$ cat src/rtl/output_buffer_drain.sv
// output_buffer_drain
//   Purpose : streams a completed N*N output feature map out of the on-chip
//             output buffer over a valid/ready interface.
//   Latency : start in cycle 0 -> first buf_rd_en in cycle 1 -> first m_valid
//             in cycle 3. With m_ready held high it streams 1 beat per cycle.
//   Backpressure: reads are throttled so that reads in flight plus FIFO
//             entries never exceed the 2-entry skid FIFO. Data is never lost.
//
// Ports:
//   w_clk, reset        clock and synchronous active-high reset
//   start, base_addr,
//   featuremap_size     drain request; base and side length N sampled on accept
//   buf_is_empty        start is ignored while the buffer holds no valid map
//   buf_rd_*            buffer read port (data returns one cycle after en)
//   buf_wr_*            clear-on-read write port (tied to 0 unless enabled)
//   m_valid/m_ready/
//   m_data/m_last       output stream; m_last marks the final beat
//   busy, done          status: busy while draining, done pulses for 1 cycle
//
// Build option: define DRAIN_CLEAR_ON_READ_EN to zero each buffer location one
// cycle after it is read, ready for the next accumulation pass.

module output_buffer_drain #(
  parameter int ADDR_W = 16,
  parameter int DATA_W = 16
) (
  input  logic              w_clk,
  input  logic              reset,
  input  logic              start,
  input  logic [ADDR_W-1:0] base_addr,
  input  logic [7:0]        featuremap_size,
  input  logic              buf_is_empty,
  output logic              buf_rd_en,
  output logic [ADDR_W-1:0] buf_rd_addr,
  input  logic [DATA_W-1:0] buf_rd_data,
  output logic              buf_wr_en,
  output logic [ADDR_W-1:0] buf_wr_addr,
  output logic [DATA_W-1:0] buf_wr_data,
  output logic              m_valid,
  input  logic              m_ready,
  output logic [DATA_W-1:0] m_data,
  output logic              m_last,
  output logic              busy,
  output logic              done
);

  typedef enum logic [1:0] {
    S_IDLE  = 2'd0,
    S_DRAIN = 2'd1,
    S_FLUSH = 2'd2,
    S_DONE  = 2'd3
  } state_t;

  state_t            r_state;
  state_t            w_state_nxt;

  logic [ADDR_W-1:0] r_addr;             // next address to read
  logic [15:0]       r_rd_remaining;     // reads still to issue
  logic [15:0]       r_beats_remaining;  // beats still to hand downstream
  logic              r_inflight;         // a read was issued last cycle

  // 2-entry skid FIFO
  logic [DATA_W-1:0] r_fifo [2];
  logic              r_wr_ptr;
  logic              r_rd_ptr;
  logic [1:0]        r_count;

  logic [15:0]       w_total;
  logic              w_start_ok;
  logic              w_pop;
  logic              w_issue;
  logic [2:0]        w_occupancy;

  // 8x8 -> 16-bit product; 255*255 = 65025 still fits.
  assign w_total    = {8'd0, featuremap_size} * {8'd0, featuremap_size};
  assign w_start_ok = start & ~buf_is_empty & (r_state == S_IDLE);
  assign w_pop      = (r_count != 2'd0) & m_ready;

  // Slots committed after this edge if no new read is issued. A new read is
  // only allowed when it still leaves room for its data in the FIFO, which is
  // what lets m_ready feed straight into buf_rd_en without losing data.
  assign w_occupancy = {1'b0, r_count} + {2'b00, r_inflight} - {2'b00, w_pop};
  assign w_issue     = (r_state == S_DRAIN) && (r_rd_remaining != 16'd0) &&
                       (w_occupancy < 3'd2);

  // ---------------------------------------------------------------------------
  // FSM: state register
  // ---------------------------------------------------------------------------
  always_ff @(posedge w_clk) begin
    if (reset) begin
      r_state <= S_IDLE;
    end else begin
      r_state <= w_state_nxt;
    end
  end

  // ---------------------------------------------------------------------------
  // FSM: next state
  // ---------------------------------------------------------------------------
  always_comb begin
    w_state_nxt = r_state;
    case (r_state)
      S_IDLE: begin
        if (w_start_ok) begin
          w_state_nxt = (w_total == 16'd0) ? S_DONE : S_DRAIN;
        end
      end
      S_DRAIN: begin
        // The last beat always trails the last read by at least two cycles,
        // so the first branch is only a guard.
        if (w_pop && (r_beats_remaining == 16'd1)) begin
          w_state_nxt = S_DONE;
        end else if (w_issue && (r_rd_remaining == 16'd1)) begin
          w_state_nxt = S_FLUSH;
        end
      end
      S_FLUSH: begin
        if (w_pop && (r_beats_remaining == 16'd1)) begin
          w_state_nxt = S_DONE;
        end
      end
      S_DONE: begin
        w_state_nxt = S_IDLE;
      end
      default: begin
        w_state_nxt = S_IDLE;
      end
    endcase
  end

  // ---------------------------------------------------------------------------
  // FSM: outputs
  // ---------------------------------------------------------------------------
  always_comb begin
    buf_rd_en   = w_issue;
    buf_rd_addr = r_addr;
    busy        = (r_state == S_DRAIN) || (r_state == S_FLUSH);
    done        = (r_state == S_DONE);
    m_valid     = (r_count != 2'd0);
    // Data is masked when not valid so the stream reads as 0 when idle.
    m_data      = (r_count != 2'd0) ? r_fifo[r_rd_ptr] : '0;
    m_last      = (r_count != 2'd0) && (r_beats_remaining == 16'd1);
  end

  // ---------------------------------------------------------------------------
  // Counters, address and in-flight tracking
  // ---------------------------------------------------------------------------
  always_ff @(posedge w_clk) begin
    if (reset) begin
      r_addr            <= '0;
      r_rd_remaining    <= 16'd0;
      r_beats_remaining <= 16'd0;
      r_inflight        <= 1'b0;
    end else begin
      if (w_start_ok) begin
        r_addr            <= base_addr;
        r_rd_remaining    <= w_total;
        r_beats_remaining <= w_total;
      end else begin
        if (w_issue) begin
          r_addr         <= r_addr + {{(ADDR_W-1){1'b0}}, 1'b1};
          r_rd_remaining <= r_rd_remaining - 16'd1;
        end
        if (w_pop) begin
          r_beats_remaining <= r_beats_remaining - 16'd1;
        end
      end
      r_inflight <= w_issue;
    end
  end

  // ---------------------------------------------------------------------------
  // Skid FIFO: returned read data is pushed the cycle after issue
  // ---------------------------------------------------------------------------
  always_ff @(posedge w_clk) begin
    if (reset) begin
      r_fifo[0] <= '0;
      r_fifo[1] <= '0;
      r_wr_ptr  <= 1'b0;
      r_rd_ptr  <= 1'b0;
      r_count   <= 2'd0;
    end else begin
      if (r_inflight) begin
        r_fifo[r_wr_ptr] <= buf_rd_data;
        r_wr_ptr         <= ~r_wr_ptr;
      end
      if (w_pop) begin
        r_rd_ptr <= ~r_rd_ptr;
      end
      r_count <= r_count + {1'b0, r_inflight} - {1'b0, w_pop};
    end
  end

  // ---------------------------------------------------------------------------
  // Clear-on-read write port
  // ---------------------------------------------------------------------------
`ifdef DRAIN_CLEAR_ON_READ_EN
  logic              r_clr_en;
  logic [ADDR_W-1:0] r_clr_addr;

  // The buffer is read-first, so clearing one cycle after the read can never
  // corrupt the live beat.
  always_ff @(posedge w_clk) begin
    if (reset) begin
      r_clr_en   <= 1'b0;
      r_clr_addr <= '0;
    end else begin
      r_clr_en   <= w_issue;
      r_clr_addr <= r_addr;
    end
  end

  assign buf_wr_en   = r_clr_en;
  assign buf_wr_addr = r_clr_addr;
  assign buf_wr_data = '0;
`else
  assign buf_wr_en   = 1'b0;
  assign buf_wr_addr = '0;
  assign buf_wr_data = '0;
`endif

endmodule

$ cat config.mk
export PLATFORM = sky130hd
export DESIGN_NAME = output_buffer_drain
export DESIGN_NICKNAME = d
export VERILOG_FILES = /design/src/rtl/output_buffer_drain.sv
export SDC_FILE = /design/constraint.sdc
export NUM_CORES = 1
export LEC_CHECK = 0
export ABC_AREA = 1
export CAP_MARGIN = 20
export CORE_MARGIN = 2
export CORE_UTILIZATION = 50
export DETAILED_ROUTE_END_ITERATION = 6
export PLACE_DENSITY = 0.76
export SLEW_MARGIN = 20
export SYNTH_ARGS = -nofsm -noshare
export SYNTH_HDL_FRONTEND = slang
export SYNTH_SLANG_ARGS = --single-unit
$ cat constraint.sdc
create_clock -name w_clk -period 6 [get_ports w_clk]
set_input_delay 0.6 -clock w_clk [delete_from_list [all_inputs] [get_ports w_clk]]
set_output_delay 0.6 -clock w_clk [all_outputs]
set_load 0.02 [all_outputs]
[Word level (Yosys, flattened, before mapping)]
Memories as Yosys holds them, arrays and structs flattened. A register that Yosys moved wholly into a read port is not among the register bits.
Index checks and enable logic that the tools add are counted.
Storage, ports and cells
  RAM bits: 32
  register bits after elaboration: 55
  bits in read-only memories: 0
  input bits: 45
  logic and storage cells: 69
  memories kept: 1
  bits in latches: 0
Cells by class
  muxes and demuxes: 23
  multiply operators: 1
  equality and inequality tests: 8
  order comparisons: 1
  div/mod/pow operators: 0
  reduce and logical (&&, ||, !) cells: 14
  shifts and indexed selects: 0
  bitwise operators: 6
  add/sub/neg operators: 7
Memory list
  r_fifo: words 2, width 16, read ports 1, clocked after Yosys merged registers in 1, write ports 2, line 63  | logic [DATA_W-1:0] r_fifo [2];
Operator list (number)
  16-bit 2-to-1 mux: 8
  16-bit by 1-bit == test with 1-bit output (second input constant): 2
  16-bit by 1-bit subtractor with 16-bit output (second input constant): 2
  16-bit by 1-bit adder with 16-bit output (second input constant): 1
  16-bit logical NOT: 1
  8-bit by 8-bit multiplier with 16-bit output: 1
  16-bit nonzero test: 1
  16-bit OR reduction: 1
  2-bit 2-to-1 mux: 5
  1-bit 2-to-1 mux: 9
  2-bit one-hot mux with 4 select lines: 1
  2-bit nonzero test: 3
  1-bit logical AND: 5
  2-bit == test (second input constant): 2
  2-bit != test (second input constant): 2
  2-bit by 1-bit adder with 3-bit output: 1
  1-bit AND: 3
  3-bit by 2-bit < comparator with 1-bit output (second input constant): 1
  3-bit != test (second input constant): 1
  1-bit NOT: 3
  3-bit AND reduction: 1
  3-bit by 1-bit subtractor with 3-bit output: 1
  2-bit by 1-bit adder with 2-bit output: 1
  2-bit by 1-bit == test with 1-bit output (second input constant): 1
  3 further kinds: 3

[Longest topological paths before layout]
  word-level depth: 9
  mapped depth: 25
  depth with buffers taken out: 24

[Least setup slack after synthesis]
OpenSTA, ideal clock, no wires.
  path kind: input port to flip-flop
  start: input port featuremap_size[2]
  end: register r_beats_remaining[11]
  data arrival time: 4.239 ns
  setup slack: 1.644 ns
  library setup time: 0.116 ns
  stages: 17
  data required time: 5.884 ns
  path through: clkbuf_1 nand2_1 fa_1 fa_1 fa_1 fa_1 inv_1 ha_1 a21oi_1 nand2_1 nand2_1 nand2_1 xor2_1 nand2_1 nand2_1 o211ai_1 inv_1
On the way
  longest elaborated chain between the ends: 2
Ends and longest elaborated chain
  from (decl): line 31  | input logic [7:0] featuremap_size,
  8-bit by 8-bit multiplier with 16-bit output: line 75  | assign w_total = {8'd0, featuremap_size} * {8'd0, featuremap_size};
  16-bit 2-to-1 mux: line 155  | if (w_start_ok) begin
  to (signal assigned): line 158  | r_beats_remaining <= w_total;
  to (signal assigned): line 165  | r_beats_remaining <= r_beats_remaining - 16'd1;
  to (decl): line 59  | logic [15:0] r_beats_remaining;
Every way passes these cells.
A chain may end at the register's enable or synchronous reset.

[Final worst setup path]
  start: register r_count[1]
  end: output port buf_rd_en
On the way
  longest elaborated chain between the ends: 5
  elaborated cells between the ends (all ways): 6
  those cells by class: add/sub (2); order compare (1); bitwise (1); reduce/logical (2)
Ends and longest elaborated chain
  from (decl): line 66  | logic [1:0] r_count;
  from (signal assigned): line 190  | r_count <= r_count + {1'b0, r_inflight} - {1'b0, w_pop};
  2-bit nonzero test: line 77  | assign w_pop = (r_count != 2'd0) & m_ready;
  1-bit AND: line 77
  via w_pop: line 70  | logic w_pop;
  3-bit by 1-bit subtractor with 3-bit output: line 82  | assign w_occupancy = {1'b0, r_count} + {2'b00, r_inflight} - {2'b00, w_pop};
  3-bit by 2-bit < comparator with 1-bit output: line 84  | (w_occupancy < 3'd2);
  1-bit logical AND: line 83  | assign w_issue = (r_state == S_DRAIN) && (r_rd_remaining != 16'd0) &&
  to (decl): line 33  | output logic buf_rd_en,
The timed path passes the listed nets, and every way through them passes these cells.

==> results.cfg <==
[status]
status = finished clean

[floorplan]
rows = 42
io_pins = 115
core_region_area_um2 = 13240
fp.dieW_um = 120.6
start_util_pct = 51.31
die_h_um = 120.6
die_area_um2 = 14540

[final_layout]
final_cell_mix = nand2_1, inv_1, nor2_1
final_common_cell = nand2_1
fin_area_um2 = 7878
fin_nets = 1122
antennaDiodeCount = 0
syn2layout_area_growth_pct = 15.93
drive_above_1_share_pct = 4.706

[cts]
cts_sinks = 88
clock_latency_ps = 340
cts_buffer_depth = 2
cts_resized = 0
cts_inserted_buffers = 9
tritoncts = done
clkTransAtPathRegs_ps = 60
cts_root_buffer = clkbuf_16
post_cts_buffers = 0
cts_hold_buf = 0
cts_max_level = 3

[drt]
drtPass1Iterations = 4
avgRoutedWirePerCell_um = 12.90
vias = 6119
antenna_left = 0
totalWireLength_um = 15420
vias_per_cell = 5.116
drt-initial-drc-count = 447
remaining_drc_errors = 0

[placed_design]
place_congestion = 0.8859
post-dp-hpwl_um = 11500
post-place-ws_ps = 895.9
dpl_cell_area_um2 = 7599
io_buffer_count = 81

[timing]
rsz0062_at_grt = no
maxSlewViolCount = 0
finalClockSkew_ps = 6.067
finalHoldViolCount = 0
slew_headroom_pct = 45.19
fmax_ghz = 0.2110
setup_viol = 0
final.setup.worst_slack_ps = 1261
period_share_pct = 78.99
worst_pin_slew_ps = 819.6
setup_tns_ps = 0
min_period_ps = 4739

[yosys]
syn_inst = 949
avgSynthCellArea_um2 = 7.160
synth_seq_area_share_pct = 30.64
yosysWarnings = 0
ys.flop_type = dfxtp_1
ys_types = 44
synthArstFlopShare_pct = 0
synth_area_um2 = 6795
synth_seq_cells = 88
synth-edff-count = 32

[worst_setup_path]
crit_path_cell_trace = nor2_4, inv_2, nand2_1, inv_2, ha_1, inv_1, ha_1, inv_1, fa_1, nand3_1, nor2_1, nand2_2, inv_2, clkdlybuf4s50_1
cp_common_cell = inv_2
cp_slowest_cell = clkdlybuf4s50_1
slowest_delay_ps = 630
startpoint_type = flop
arrival_ps = 4140
worst-path-max-fanout = 18
end_kind = output pin
critPathRequiredTime_ps = 5400
cp_top_family = simple AND/OR/NAND/NOR gates
path_buf_inv = 6
criticalPathCategory = reg2out

[job]
drv_cap = 0

[power_and_ir_drop]
ir_drop_mv = 0.1936
p_leak_uw = 0.003764
power_density_nw_per_um2 = 459.4

[global_route]
grt_max_degree = 44
grt_pass1_wl_um = 26400
grt_pass1_vias = 5933
overflow = 0
grt_usage_pct = 22.31
antenna_found_initial = 0

[worst_hold_path]
hold_class = reg2reg
kinds of logic after synthesis:
| family | after synthesis | synth area share [%] |
|---|---|---|
| AOI/OAI and AO/OA | 131 | 11.25 |
| xor gates and xnor gates | 28 | 3.609 |
| adders and majority gates | 62 | 13.96 |
| buffers and inverters | 215 | 14.01 |
| DFF | 88 | 30.64 |
| muxes | 1 | 0.1657 |
| other | 1 | 0.05519 |
| and+or+nand+nor | 423 | 26.31 |
state kept, by name, indices dropped and copies added (netlist names), named ones only:
name / cells
r_rd_remaining: 16
r_inflight: 1
r_wr_ptr: 1
r_state: 2
r_rd_ptr: 1
r_beats_remaining: 16
r_fifo: 32
buf_rd_addr: 16
r_count: 2
per-stage QoR:
step | power, µW | instances | util [%] | hold WS [ps]
floorplan | 2568 | 983 | - | 425.7
global placement | 3050 | 1180 | 57.38 | 435.3
detailed placement | 3087 | 1180 | 57.38 | 440.6
CTS | 3626 | 1196 | 59.49 | 451.4
global route | 3984 | 1196 | 59.49 | 479.6
finish | 3619 | 1196 | 59.49 | 451.4
routing by layer:
| layer | wire (µm) | track usage, % |
|---|---|---|
| met1 | 6760 | 27.67 |
| met4 | 337 | 7.849 |
| met2 | 7622 | 39.58 |
| met5 | 0 | 0 |
| met3 | 703 | 3.066 |
cell type report:
type,instances,area [µm²]
fill,1271,5365
multi-input combinational,680,3889
sequential,88,2082
timing repair buffer,85,840.8
inverter,151,566.8
clock buffer,9,225.2
tap,176,220.2
clock inverter,7,53.80
cell usage after synthesis (8+ instances only):
cell type | count | area (µm²)
a21oi_1 | 54 | 270.3
a31oi_1 | 15 | 93.84
buf_4 | 33 | 247.7
clkbuf_1 | 23 | 86.33
dfxtp_1 | 56 | 1121
edfxtp_1 | 32 | 960.9
fa_1 | 23 | 460.4
ha_1 | 39 | 488.0
inv_1 | 142 | 533.0
inv_2 | 9 | 33.78
nand2_1 | 226 | 848.3
nand3_1 | 55 | 275.3
nand4_1 | 12 | 75.07
nor2_1 | 96 | 360.4
nor3_1 | 8 | 40.04
o211ai_1 | 11 | 82.58
o21ai_0 | 33 | 165.2
xor2_1 | 22 | 192.7
worst reg2reg max path: stages (launching register included):
cell	delay (ps)
dfxtp_1	370
nor2_4	400
inv_2	70
nand2_1	350
inv_2	200
ha_1	310
inv_1	60
ha_1	130
inv_1	50
fa_1	510
nand3_1	80
nor2_1	180
nand2_2	230
nand2_2	480
inv_2	240
a221oi_1	290
worst paths after layout:
check	from	depth (start not counted)	slack, ps	to
setup reg to reg	r_count[1]$_SDFF_PP0_	15	1940	buf_rd_addr[5]$_SDFFE_PP0P_
setup / recovery	r_count[1]$_SDFF_PP0_	14	1260	buf_rd_en
hold / removal	r_rd_ptr$_SDFFE_PP0P_	1	450	r_rd_ptr$_SDFFE_PP0P_
hold reg to reg	r_rd_ptr$_SDFFE_PP0P_	1	450	r_rd_ptr$_SDFFE_PP0P_
report_power, final:
part / internal (µW) / switching, µW
clock network: 284 / 243
registers: 785 / 171
logic: 792 / 1340
total: 1860 / 1760
(Power assumes the default switching activity.)
==> edit: new RTL, config.mk and constraints unchanged <==
`DATA_W`: 16 -> 20.
--- a/src/rtl/output_buffer_drain.sv
+++ b/src/rtl/output_buffer_drain.sv
@@ -24,3 +24,3 @@
   parameter int ADDR_W = 16,
-  parameter int DATA_W = 16
+  parameter int DATA_W = 20
 ) (
Interface: changed (resized buf_rd_data, buf_wr_data and m_data); port bits go from 115 to 127. The function was not compared with the original's and may differ.
==> edit against the unedited design <==
- worst setup slack worse by 0.088 ns
- design area rose by 7.7%
- sequential cell count up 8
- wire length up 7.1%
- die area up 7.1%
- power grew 8.7%
- area after synthesis increased by 7.4%
- cell count up 3.8%
==> edit: results (changes against the unedited design) <==
Synth
  – Xor/xnor share of the synthesized area: 0.0300 (-0.00608)
  – Synth top area cells: edfxtp_1 16%, dfxtp_1 15%, nand2_1 11%, inv_1 7.2%, ha_1 6.7%
  – Post-synthesis compound-gate area fraction: 0.109 (-0.00345)
  – Multiplexer area fraction after synthesis: 0.00154 (-0.000114)
  – Post-synth top cells: 211 x nand2_1, 139 x inv_1, 91 x nor2_1
  – Syn_area_per_cell: 7.45 um2 (+4.1%)
  – Register area share after synthesis: 0.318 (+0.0119)
  – Post-Synth Adder-Cell Area: 0.130 (-0.00960)
  – Synth unique cells: 48 (+9.1%)
  – EDFF count, synth: 40 (+25%)

CTS
  – Max clock buf depth: 2 (unchanged)
  – H-tree levels: 3 (unchanged)

Setup path
  – Critical path's largest stage delay: 0.75 ns (+0.12 ns)
  – Worst R2R Setup Slack: 2.74 ns (+0.80 ns)
  – Reg2reg path depth: 17 (+2)
  – CP arrival: 5.12 ns (+0.98 ns)
  – Crit-path max FO: 10 (-8)
  – CP delay by family, top: adder cells

Power and ir drop
  – Max VDD drop: 0.190 mV (-1.8%)
  – LEAKAGE: 0.00390 uW (+3.7%)

Status
  – Outcome: finished clean

Route
  – Drt wl/cell: 13.3 um (+3.2%)
  – Vias/cell: 5.17 (+1.0%)
  – DR iter-0 viols: 559 (+25%)
  – TritonRoute pass-1 iters: 6 (+2)
  – Total wire length: 16.5 mm (+7.1%)

Global route
  – First-pass GRT wire length: 27.3 mm (+3.6%)
  – Number of global-route vias before repair: 5,781 (-2.6%)
  – Initial antenna violation count: 0 (unchanged)
  – All-Layer GR Usage: 0.211 (-0.0125)

Timing
  – Total negative slack: 0 ns (unchanged)
  – Fin Clk Skew: 0.00764 ns (+0.00158 ns)
  – Rel. slew slack: 0.379 (-0.0733)

Placed design
  – Hpwl dp: 12.4 mm (+7.8%)
  – Port bufs: 89 (+9.9%)
  – Placer congestion estimate: 0.891 (+0.56%)

Layout
  – Layout cell share with drive strength beyond 1: 0.0709 (+0.0238)
  – Max reg flops: 40 (+25%)
-- edit: cell types whose count changed after synthesis, moves of 5 or more --
cell,before,now
a31oi_1,15,21
buf_4,33,38
edfxtp_1,32,40
nand2_1,226,211
nand3_1,55,64
nand4_1,12,18
nor2_1,96,91
nor2_2,6,13
o211ai_1,11,4
o21ai_0,33,26
o21ai_1,1,11
xor2_1,22,17
-- edit: layout make-up --
cell class	count	area, um2
fillers	1295	5880
multi-input cells	701	4110
flip-flops and latches	96	2320
repair buffers	97	951
inverters	148	559
well taps	184	230
clock buffers	9	225
clock inverters	7	87.6
-- edit: path summary, 6_finish.rpt --
check | from | to
setup reg to reg | r_count[1] | buf_rd_addr[13]
hold / removal | r_rd_ptr | flip-flop
setup / recovery | featuremap_size[2] | r_beats_remaining[11]
hold reg to reg | r_rd_ptr | flip-flop
-- edit: per-stage QoR --
step | hold slack, ns | utilization | setup WS [ns] | area (um2)
finish | 0.453 | 0.591 | 1.17 | 8490
global route | 0.479 | 0.591 | 0.823 | 8490
CTS | 0.459 | 0.591 | 1.18 | 8490
detailed placement | 0.461 | 0.569 | 0.814 | 8170
global placement | 0.435 | 0.569 | 0.990 | 8170
floorplan | 0.426 | - | 1.68 | 7440
-- edit: metal layers --
| layer | up-vias | routed length, um | GRT usage |
|---|---|---|---|
| met1 | 2939 | 7740 | 0.300 |
| li1 | 3244 | - | - |
| met4 | 0 | 218 | 0.0430 |
| met5 | - | 0 | 0 |
| met2 | 215 | 7530 | 0.338 |
| met3 | 21 | 1040 | 0.0357 |
-- edit: power breakdown --
part	switching [uW]	internal, uW	leakage [uW]
sequential	185	852	0.000872
combinational	1450	845	0.00288
clock	272	333	0.000154
total	1900	2030	0.00390
